===== config.mk =====
export PLATFORM = sky130hd
export DESIGN_NAME = turn_ctl
export DESIGN_NICKNAME = d
export VERILOG_FILES = /design/src/rtl/game_pkg.sv /design/src/rtl/sec_tick_gen.sv /design/src/rtl/turn_ctl.sv
export SDC_FILE = /design/constraint.sdc
export NUM_CORES = 1
export LEC_CHECK = 0
export ABC_AREA = 1
export BUFFER_PORTS_ARGS = -buffer_cell sky130_fd_sc_hd__clkbuf_2
export CAP_MARGIN = 20
export CORE_MARGIN = 2
export CORE_UTILIZATION = 50
export DETAILED_ROUTE_END_ITERATION = 12
export PLACE_DENSITY_LB_ADDON = 0.1
export SYNTH_ARGS = -nofsm -noshare
export SYNTH_HDL_FRONTEND = slang
export SYNTH_SLANG_ARGS = --single-unit

===== constraint.sdc =====
create_clock -name clk -period 1.9 [get_ports clk]
set_input_delay 0.38 -clock clk [delete_from_list [all_inputs] [get_ports clk]]
set_output_delay 0.38 -clock clk [all_outputs]
set_load 0.1 [all_outputs]

===== src/rtl/game_pkg.sv =====
// Shared types and helpers for the artillery turn sequencer.
// Holds the turn state encoding, field widths and hp arithmetic.
package game_pkg;

    localparam int HP_W   = 7;
    localparam int TIME_W = 6;

    typedef logic player_t;

    typedef enum logic [2:0] {
        ST_IDLE    = 3'd0,
        ST_AIM     = 3'd1,
        ST_FLIGHT  = 3'd2,
        ST_RESOLVE = 3'd3,
        ST_SWITCH  = 3'd4,
        ST_OVER    = 3'd5
    } turn_state_t;

    // Saturating subtract so hp bottoms out at zero instead of wrapping.
    function automatic logic [HP_W-1:0] hp_sub(
        input logic [HP_W-1:0] hp,
        input logic [HP_W-1:0] dmg
    );
        return (hp > dmg) ? (hp - dmg) : '0;
    endfunction

endpackage


===== src/rtl/sec_tick_gen.sv =====
// Seconds prescaler: one-cycle tick every TICKS_PER_SEC clocks.
// Clear restarts the second so a new turn phase gets a full first second.
module sec_tick_gen #(
    parameter int TICKS_PER_SEC = 65_000_000
) (
    input  logic clk,
    input  logic rst,
    input  logic clear,
    output logic tick
);

    localparam int CW = (TICKS_PER_SEC > 1) ? $clog2(TICKS_PER_SEC) : 1;
    localparam logic [CW-1:0] LAST = CW'(TICKS_PER_SEC - 1);

    logic [CW-1:0] count;

    // Free-running modulo counter, restarted by reset or clear.
    always_ff @(posedge clk) begin
        if (rst || clear) begin
            count <= '0;
        end else if (count == LAST) begin
            count <= '0;
        end else begin
            count <= count + CW'(1);
        end
    end

    assign tick = (count == LAST);

endmodule


===== src/rtl/turn_ctl.sv =====
// Turn sequencer: game FSM, aim countdown, flight timeout and hit points.
// Emits launch to the projectile engine and next_turn to the wind generator.
module turn_ctl
    import game_pkg::*;
#(
    parameter int TICKS_PER_SEC  = 65_000_000,
    parameter int TURN_TIME      = 20,
    parameter int FLIGHT_TIMEOUT = 8,
    parameter int HP_MAX         = 100,
    parameter int DAMAGE         = 25
) (
    input  logic       clk,
    input  logic       rst,
    input  logic       start,
    input  logic       fire,
    input  logic       proj_done,
    input  logic       proj_hit,
    output logic       launch,
    output logic       next_turn,
    output logic       active_player,
    output logic [5:0] time_left,
    output logic [6:0] hp0,
    output logic [6:0] hp1,
    output logic       game_over,
    output logic       winner,
    output logic [2:0] state
);

    localparam logic [HP_W-1:0]   HP_INIT  = HP_W'(HP_MAX);
    localparam logic [HP_W-1:0]   HP_DMG   = HP_W'(DAMAGE);
    localparam logic [TIME_W-1:0] AIM_SECS = TIME_W'(TURN_TIME);
    localparam logic [TIME_W-1:0] FLT_LAST = TIME_W'(FLIGHT_TIMEOUT - 1);

    turn_state_t st, st_n;
    player_t     player_n;
    logic [TIME_W-1:0] time_n;
    logic [TIME_W-1:0] fsec, fsec_n;
    logic [HP_W-1:0]   hp0_n, hp1_n;
    logic [HP_W-1:0]   opp_hp, opp_left;
    logic winner_n, game_over_n, launch_n, next_turn_n;
    logic hit, hit_n;
    logic start_q, fire_q;
    logic start_edge, fire_edge;
    logic enter_aim, enter_flight, clear;
    logic sec_tick;

    assign start_edge = start & ~start_q;
    assign fire_edge  = fire & ~fire_q;
    assign state      = st;

    assign opp_hp   = active_player ? hp0 : hp1;
    assign opp_left = hp_sub(opp_hp, HP_DMG);

    sec_tick_gen #(
        .TICKS_PER_SEC(TICKS_PER_SEC)
    ) u_tick (
        .clk  (clk),
        .rst  (rst),
        .clear(clear),
        .tick (sec_tick)
    );

    // Input edge detectors for the level-sensitive buttons.
    always_ff @(posedge clk) begin
        if (rst) begin
            start_q <= 1'b0;
            fire_q  <= 1'b0;
        end else begin
            start_q <= start;
            fire_q  <= fire;
        end
    end

    // State and registered outputs.
    always_ff @(posedge clk) begin
        if (rst) begin
            st            <= ST_IDLE;
            active_player <= 1'b0;
            time_left     <= '0;
            fsec          <= '0;
            hit           <= 1'b0;
            hp0           <= HP_INIT;
            hp1           <= HP_INIT;
            winner        <= 1'b0;
            game_over     <= 1'b0;
            launch        <= 1'b0;
            next_turn     <= 1'b0;
        end else begin
            st            <= st_n;
            active_player <= player_n;
            time_left     <= time_n;
            fsec          <= fsec_n;
            hit           <= hit_n;
            hp0           <= hp0_n;
            hp1           <= hp1_n;
            winner        <= winner_n;
            game_over     <= game_over_n;
            launch        <= launch_n;
            next_turn     <= next_turn_n;
        end
    end

    // Next-state and next-output decode for the turn sequence.
    always_comb begin
        st_n        = st;
        player_n    = active_player;
        time_n      = time_left;
        fsec_n      = fsec;
        hit_n       = hit;
        hp0_n       = hp0;
        hp1_n       = hp1;
        winner_n    = winner;
        launch_n    = 1'b0;

        unique case (st)
            ST_IDLE: begin
                if (start_edge) begin
                    st_n     = ST_AIM;
                    hp0_n    = HP_INIT;
                    hp1_n    = HP_INIT;
                    player_n = 1'b0;
                end
            end
            ST_AIM: begin
                if (fire_edge) begin
                    st_n     = ST_FLIGHT;
                    launch_n = 1'b1;
                    fsec_n   = '0;
                end else if (time_left == '0) begin
                    st_n = ST_SWITCH;
                end else if (sec_tick) begin
                    time_n = time_left - TIME_W'(1);
                end
            end
            ST_FLIGHT: begin
                if (proj_done) begin
                    st_n  = ST_RESOLVE;
                    hit_n = proj_hit;
                end else if (sec_tick) begin
                    if (fsec == FLT_LAST) begin
                        st_n  = ST_RESOLVE;
                        hit_n = 1'b0;
                    end else begin
                        fsec_n = fsec + TIME_W'(1);
                    end
                end
            end
            ST_RESOLVE: begin
                st_n = ST_SWITCH;
                if (hit) begin
                    if (active_player) begin
                        hp0_n = opp_left;
                    end else begin
                        hp1_n = opp_left;
                    end
                    if (opp_left == '0) begin
                        st_n     = ST_OVER;
                        winner_n = active_player;
                    end
                end
            end
            ST_SWITCH: begin
                player_n = ~active_player;
                st_n     = ST_AIM;
            end
            ST_OVER: begin
                if (start_edge) begin
                    st_n     = ST_AIM;
                    hp0_n    = HP_INIT;
                    hp1_n    = HP_INIT;
                    player_n = 1'b0;
                end
            end
            default: begin
                st_n = ST_IDLE;
            end
        endcase

        enter_aim    = (st_n == ST_AIM) && (st != ST_AIM);
        enter_flight = (st_n == ST_FLIGHT) && (st != ST_FLIGHT);
        if (enter_aim) begin
            time_n = AIM_SECS;
        end
        next_turn_n = enter_aim;
        game_over_n = (st_n == ST_OVER);
        clear       = enter_aim || enter_flight;
    end

endmodule


* Word-level counts from Yosys, hierarchy flattened
Index checks and enable logic that the tools add are counted.
Cells by class: add/subtract/negate cells 4, $lt $le $gt $ge 1, eq/ne operators 22, muxes and demuxes 34, bitwise logic cells 8, reduce and logical (&&, ||, !) cells 26
Operators with widths (count):
- $mux W7 | 7
- $pmux W7 S2 | 2
- $add A26 B1 Y26 const B | 1
- $eq A26 B26 Y1 const B | 1
- $mux W5 | 5
- $mux W6 | 4
- $mux W3 | 6
- $ne A2 B2 Y1 const B | 8
- $reduce_and A4 Y1 | 4
- $pmux W3 S5 | 1
- $reduce_bool A2 Y1 | 7
- $pmux W6 S2 | 1
- $eq A3 B2 Y1 const B | 3
- $eq A3 B3 Y1 const B | 3
- $reduce_or A2 Y1 | 4
- $gt A7 B5 Y1 const B | 1
- $logic_not A7 Y1 | 1
- $mux W1 | 7
- $sub A7 B5 Y7 const B | 1
- $add A6 B1 Y6 const B | 1
- $eq A3 B1 Y1 const B | 2
- $eq A6 B3 Y1 const B | 1
- $logic_not A6 Y1 | 1
- $not A1 Y1 | 6
- 12 further kinds | 17
Storage, ports and cells: register bits after elaboration 63, input bits 6, output and inout port bits 28, word-level logic and storage cells 110

* Depth between registers and ports, before layout
Gate-level depths: netlist (run 1).
word-level depth 12, gate-level depth with buffers 16, depth with buffers taken out 15

* Hierarchy
A second synthesis (run 1) with hierarchy kept.
Unflattened totals: cell total of the unflattened synthesis 530, area, all modules 3512.1 um^2
By module, submodules not included:
- turn_ctl | times used 1, cells an instance 304, area an instance 2039.5 um^2, sequential area each 740.7 um^2
- sec_tick_gen | times used 1, cells an instance 226, area an instance 1472.7 um^2, sequential area each 520.5 um^2

* Worst setup path after synthesis (run 1)
OpenSTA, ideal clock, no wires.
path kind register to register, start reg active_player, end reg winner, setup time 0.113 ns, arrival 2.375 ns, path slack -0.588 ns, stages on the path, launching flop included 16, clock period less this slack 2.488 ns, path through dfxtp_1 -> buf_4 -> nand2_1 -> nand2_1 -> inv_1 -> ha_1 -> nand2_1 -> nand3_2 -> nand2_2 -> inv_1 -> nor2_1 -> nor2_1 -> nand2_1 -> nand2_1 -> nand2_1 -> nor2_1
On the way: word-level cells in the longest chain between the ends 5
RTL lines:
- start: declaration | line turn_ctl.sv:20 | output logic active_player,
- start signal: assignment | line turn_ctl.sv:90 | active_player <= player_n;
- $mux W7 | line turn_ctl.sv:51 | assign opp_hp = active_player ? hp0 : hp1;
- $sub A7 B5 Y7 or $gt A7 B5 Y1 (tied branches) | line game_pkg.sv:24 | return (hp > dmg) ? (hp - dmg) : '0;
- $mux W7 | line game_pkg.sv:24
- $logic_not A7 Y1 | line turn_ctl.sv:156 | if (opp_left == '0) begin
- $reduce_and A3 Y1 (no source line)
- end signal: assignment | line turn_ctl.sv:96 | winner <= winner_n;
- end: declaration | line turn_ctl.sv:25 | output logic winner,
Parallel ways exist; a longest one is shown, timed or not. A chain may end at the register's enable or synchronous reset.

* Worst setup path in the final report (run 1)
start reg u_tick.count[0], end reg u_tick.count[16]
On the way: word-level cells in the longest chain between the ends 9
RTL lines:
- start: declaration | line sec_tick_gen.sv:15 | logic [CW-1:0] count;
- start signal: assignment | line sec_tick_gen.sv:24 | count <= count + CW'(1);
- $eq A26 B26 Y1 | line sec_tick_gen.sv:21, sec_tick_gen.sv:28
- $mux W3 | line turn_ctl.sv:139 | end else if (sec_tick) begin
- $mux W3 | line turn_ctl.sv:136 | if (proj_done) begin
- $pmux W3 S5 | line turn_ctl.sv:115 | unique case (st)
- $eq A3 B1 Y1 or $eq A3 B2 Y1 (tied branches) | line turn_ctl.sv:179, turn_ctl.sv:180
- $logic_and A1 B1 Y1, on equally long branches | line turn_ctl.sv:179, turn_ctl.sv:180
- $logic_or A1 B1 Y1 | line turn_ctl.sv:186 | clear = enter_aim || enter_flight;
- $logic_or A1 B1 Y1 | line sec_tick_gen.sv:19 | if (rst || clear) begin
- $reduce_or A2 Y1 (no source line)
Parallel ways exist; a longest one is shown, timed or not.

==> results.ini, run 1 <==
[die]
initial_utilization_pct=51.3
dieWidth_um=87.2
die_area_sq_um=7610
num_rows=30
io_pins=34
die_h_um=87.2
core_area_sq_um=6760

[sta]
worstMarginPinSlew_ns=0.549
drv_slew=0
post-route-period-util_pct=93.5
setup_viol_count_final=0
hold_viol=0
min_period_ns=1.78
fmax_mhz=563
slew_headroom_pct=63.5
finalClockSkew_ns=0.00836

[global_routing]
grt_pass1_vias=3165
grt_max_degree=15
grt-ovfl-total=0
antenna_found_initial=0
grt_pass1_wl_um=13800
grt.total_usage_pct=22.9

[drt]
avgViaCountPerCell=5.13
vias=3377
drt_iter0_drc=140
wl_met1_um=3690
routed_wl_um=8310
firstDrtPassIters=4
wl_per_cell_um=12.6
met2_wirelength_um=4140
ant_nets=0
route.detailed.drc=0
met3_wirelength_um=328
maxUsedRoutingLayer=met4

[placed_design]
gp_congestion=0.852
place_inst=635
dp_hpwl_um=6310
port_buffers=33

[setup_path]
end_kind=flip-flop
crit_arrival_ns=2.00
crit_fanout=4
crit_required_ns=2.12
path_class=reg -> reg
critPathLaunchType=flip-flop

[worst_hold_path]
hp-class=in -> reg

[finish]
drive_gt1_share_pct=24.4
fin_util_pct=61.7
fin_cells=658
fillers=610
diodes=0
final_cell_mix=nand2_1, inv_1, nor2_1
final_common_cell=nand2_1
nets=586
areaGrowthSynthToFinish_pct=20.3

[clocking]
cts_buffer_depth=2
postCtsHoldBufs=0
cts_root_buffer=clkbuf_8
htreeDepth=3
clock-sinks=63
clkLatencyLatePin_ns=0.33
clkTransAtPathRegs_ns=0.07
cts_buffers=9
cts_tree=yes

[power_and_ir_drop]
finalPower_uw=3460
ir_drop_uv=407
cellLeakagePower_uw=0.00175
powerDensity_nw_per_um2=830

[logic_synthesis]
synth-main-ff-cell=dfxtp_1
avgSynthCellArea_sq_um=6.81
ys_seq_area_share_pct=36.4
syn-num-nets=521
synth_area_sq_um=3460
async_flop_share_pct=0
ys_warn_count=0
synth_edf_count=0
ys_types=45
synth_cells=509
ys_ff_latch=63

[job]
maxCapViolCount=0

[run_status]
status=complete, no violations

==> worst max-delay path, stage by stage, from the launching register on <==
cell and delay, ns:
dfxtp_2 0.36, ha_4 0.14, nand2_1 0.07, nor2_2 0.17
inv_2 0.08, nor2_4 0.13, nand4_4 0.10, nor2_4 0.17
inv_2 0.08, nor2_4 0.10, buf_4 0.11, xnor2_1 0.10
nor2_1 0.05
==> sequential cells by signal, indices dropped and copies added (netlist names), 3 cells and up <==
name          count
hp0               7
state             3
time_left         6
fsec              6
u_tick.count     26
hp1               7
==> routing by layer <==
metal,vias up,global-route usage [%]
met2,80,40.2
met5,-,0
met4,0,9.23
li1,1764,-
met1,1518,27.3
met3,15,4.36
==> what timing repair did <==
item                       in CTS  in global routing
setup endpoints to repair       0                 21
resized for setup               0                 18
buffers inserted                0                  8
==> kinds of logic after synthesis <==
group,synth area share [%]
AOI/OAI and AO/OA,9.61
xor gates and xnor gates,3.29
adders and majority gates,2.17
buffers and inverters,9.90
DFF,36.4
and+or+nand+nor,38.6
==> cells in the mapped netlist (2+ instances only) <==
cell      instances  share of area [%]
dfxtp_1          63                 36
ha_1              6                2.2
nor2_4            3               0.98
a31oi_1           4               0.72
nor3_2            4                1.2
a21oi_1          30                4.3
buf_4             2               0.43
nand2_1         126                 14
clkbuf_1          3               0.33
nor2_2            6                1.1
nor3_1           16                2.3
xor2_1            7                1.8
nand2_2           2               0.36
nand3_2           3               0.87
nand4_1          19                3.4
nor3b_1           5                1.1
buf_6             3               0.98
inv_1            69                7.5
xnor2_1           6                1.5
inv_2             5               0.54
or2_2             2               0.36
nand3_1          25                3.6
nor2_1           66                7.2
nor4_1            2               0.36
o21ai_0          12                1.7
==> final timing paths <==
kind | cells past startpoint | end | from | slack (ns)
min reg2reg | 2 | time_left[0]$_SDFFE_PP0P_ | time_left[0]$_SDFFE_PP0P_ | 0.47
max reg2reg | 12 | u_tick.count[16]$_SDFF_PP0_ | u_tick.count[0]$_SDFF_PP0_ | 0.12
max | 12 | u_tick.count[16]$_SDFF_PP0_ | u_tick.count[0]$_SDFF_PP0_ | 0.12
min | 3 | fire_q$_SDFF_PP0_ | fire | 0.27
==> layout make-up <==
type                    count  area (sq um)  area share, %
well taps                  80           100           2.40
multi-input cells         363          1920           46.1
inverters                  74           280           6.73
clock buffers              14           163           3.90
clock inverters             1          5.00          0.120
repair buffers             63           390           9.37
flip-flops and latches     63          1310           31.4
==> through the flow <==
step	TNS [ns]	worst slack [ns]	area [sq um]	hold slack (ns)
detailed placement	0	0.0557	3880	0.445
floorplan	0	0.00577	3520	0.418
global placement	0	0.125	3880	0.429
CTS	0	0.0405	4050	0.263
finish	0	0.124	4170	0.273
global route	-0.0407	-0.0232	4170	0.264
==> where the power goes <==
group	switching [uW]	internal, uW	total (uW)
sequential	58.0	1390	1450
clock	489	538	1030
combinational	743	238	982
total	1290	2170	3460
(Power assumes the default switching activity.)
==> run 2: changes to the inputs <==
Settings changed: ABC_AREA 1 to not set, CORE_MARGIN 2 to not set, PLACE_DENSITY set to 0.8, PLACE_DENSITY_LB_ADDON 0.1 to not set.
==> results.ini, run 2 <==
[run_status]
status=finished, violations left
failed_checks=setup timing

[power_and_ir_drop]
ir_drop_uv=647
cellLeakagePower_uw=0.00178
powerDensity_nw_per_um2=847

[finish]
nets=478
fin_cells=546
largest_reg_flops=26
drive_gt1_share_pct=44.4
design_area_sq_um=4630
regMostFlops=u_tick.count
reg.largest.list=u_tick.count: 26 flops, hp0: 7 flops, hp1: 7 flops
final_cell_mix=buf_4, dfxtp_1, nor2_1
areaGrowthSynthToFinish_pct=43.0
final_common_cell=buf_4
diodes=0

[sta]
min_period_ns=2.23
setup_viol_count_final=54
hold_viol=0
setup_ws_ns=-0.332
holdWs_ns=0.272
slew_headroom_pct=46.0
worstMarginPinSlew_ns=0.809
drv_slew=0
post-route-period-util_pct=117
rsz0062_at_grt=true
fmax_mhz=448
finalSetupTns_ns=-9.52
finalClockSkew_ns=0.0107

[logic_synthesis]
yosysTopAreaCell=dfxtp_1
synth_edf_count=0
yosysTopAreaCellShare_pct=39.0
ys_warn_count=0
synthTopCellsByArea=dfxtp_1, nor2_1, xor2_1
ys_top_cells_by_count=dfxtp_1, nor2_1, nand2_1
ys_seq_area_share_pct=39.0
yosys.cell_count.top_type=dfxtp_1
async_flop_share_pct=0
synth_area_sq_um=3240
ys_ff_latch=63
ys_types=65
avgSynthCellArea_sq_um=8.72
synth-main-ff-cell=dfxtp_1
synth_cells=371
syn-num-nets=383

[worst_hold_path]
hp-class=in -> reg

[placed_design]
placedInstanceArea_sq_um=3910
dp_hpwl_um=5540
port_buffers=33
place_inst=518
dpl_worst_slack_ns=-0.232
gp_congestion=0.809

[drt]
drt_iter0_drc=252
routed_wl_um=10200
avgViaCountPerCell=6.13
route.detailed.drc=0
firstDrtPassIters=4
ant_nets=0
wl_per_cell_um=18.6
vias=3345

[setup_path]
crit_required_ns=2.17
path_class=reg -> reg
critPathLaunchType=flip-flop
crit_start=active_player$_SDFFE_PP0P_
crit_fanout=7
rr_endpoint=hp1[1]$_SDFFE_PP0P_
end_kind=flip-flop
crit_arrival_ns=2.50
rr_startpoint=active_player$_SDFFE_PP0P_
r2r_cells=8
cp-endpoint=hp1[1]$_SDFFE_PP0P_
regToRegSetupSlack_ns=-0.33

[clocking]
cts_root_buffer=clkbuf_8
cts_buffer_depth=2
cts_tree=yes
clock-sinks=63
clkTransAtPathRegs_ns=0.08
htreeDepth=3
clkLatencyLatePin_ns=0.34
cts_buffers=9

[global_routing]
grt-ovfl-total=0
grt_max_degree=26
met3_usage_pct=3.96
grt_pass1_wl_um=13500
grt_pass1_vias=2981
use_met2_pct=46.8
antenna_found_initial=0
busiest_layer=met2
met1_usage_pct=31.1
grt.total_usage_pct=26.6

[die]
die_area_sq_um=6800
io_pins=34
core_area_sq_um=6100
initial_utilization_pct=53.1
num_rows=28
dieWidth_um=82.4
die_h_um=82.4

[job]
maxCapViolCount=0

-- run 2: changes by cell type after synthesis, moves of 5 or more --
cell | before | now
xor2_1 | 7 | 23
o21ai_0 | 12 | 4
a21oi_1 | 30 | 18
xnor2_1 | 6 | 13
and3_1 | 1 | 8
nand3_1 | 25 | 13
inv_1 | 69 | 12
nor2_2 | 6 | 1
nor2_1 | 66 | 56
nand4_1 | 19 | 13
nor2b_1 | 0 | 7
nand2_1 | 126 | 28
mux2i_1 | 0 | 6
nor3_1 | 16 | 7
-- run 2: layout make-up --
class,count,area [sq um]
clock buffer,12,176
clock inverter,4,50.0
fill,366,1470
inverter,13,48.8
multi-input combinational,283,2280
sequential,63,1320
tap,75,93.8
timing repair buffer,96,659
-- run 2: logic make-up (layout without fill, tap and decap cells) --
family,after synthesis,count (layout),share of synthesized area (%)
AND/OR/NAND/NOR,169,172,28.3
flip-flops,63,63,39.0
AO/OA/AOI/OAI,58,58,12.6
XOR/XNOR,36,36,9.74
buffers and inverters,28,125,4.14
multiplexers,11,11,3.87
adder cells (fa/ha/maj),6,6,2.32
-- run 2: worst min path at each step --
stage                                from                          to  depth (start not counted)
2_1_floorplan  u_tick.count[0]$_SDFF_PP0_  u_tick.count[0]$_SDFF_PP0_                          1
3_3_place_gp         fsec[1]$_SDFFE_PP0P_        fsec[1]$_SDFFE_PP0P_                          2
3_5_place_dp         fsec[1]$_SDFFE_PP0P_        fsec[1]$_SDFFE_PP0P_                          2
4_1_cts                              fire           fire_q$_SDFF_PP0_                          2
5_1_grt                             start          start_q$_SDFF_PP0_                          2
6_report                            start          start_q$_SDFF_PP0_                          2
-- run 2: stage by stage --
| stage | total power (uW) | util, % |
|---|---|---|
| floorplan | 2150 | - |
| finish | 3920 | 75.9 |
| global placement | 2370 | 64.2 |
| global route | 4030 | 75.9 |
| detailed placement | 2380 | 64.2 |
| CTS | 3750 | 71.6 |
-- run 2: layer usage --
layer	share of wire, %	vias up
met5	0	-
met4	3.7	0
met3	6.9	48
met2	50	197
met1	39	1586
li1	-	1514
-- run 2: power by group --
group / total (uW) / switching [uW] / leakage [uW] / internal [uW]
registers: 1450 / 75.1 / 0.000520 / 1380
logic: 1180 / 810 / 0.00115 / 368
clock network: 1290 / 534 / 0.000110 / 755
-- run 2: what timing repair did --
item	4_1_cts	5_1_grt
gates cloned	1	2
hold buffers	0	0
endpoints found under the setup margin	50	57
resized for setup	30	56
buffers inserted	8	3
pin swaps	16	36
-- run 2: worst max-delay path, stage by stage, from the launching register on --
cell and delay, ns:
dfxtp_4 0.37, mux2i_4 0.24, inv_2 0.08, ha_4 0.16
or2_1 0.21, o221ai_2 0.26, a21oi_4 0.13, or4_4 0.55
a21oi_2 0.15
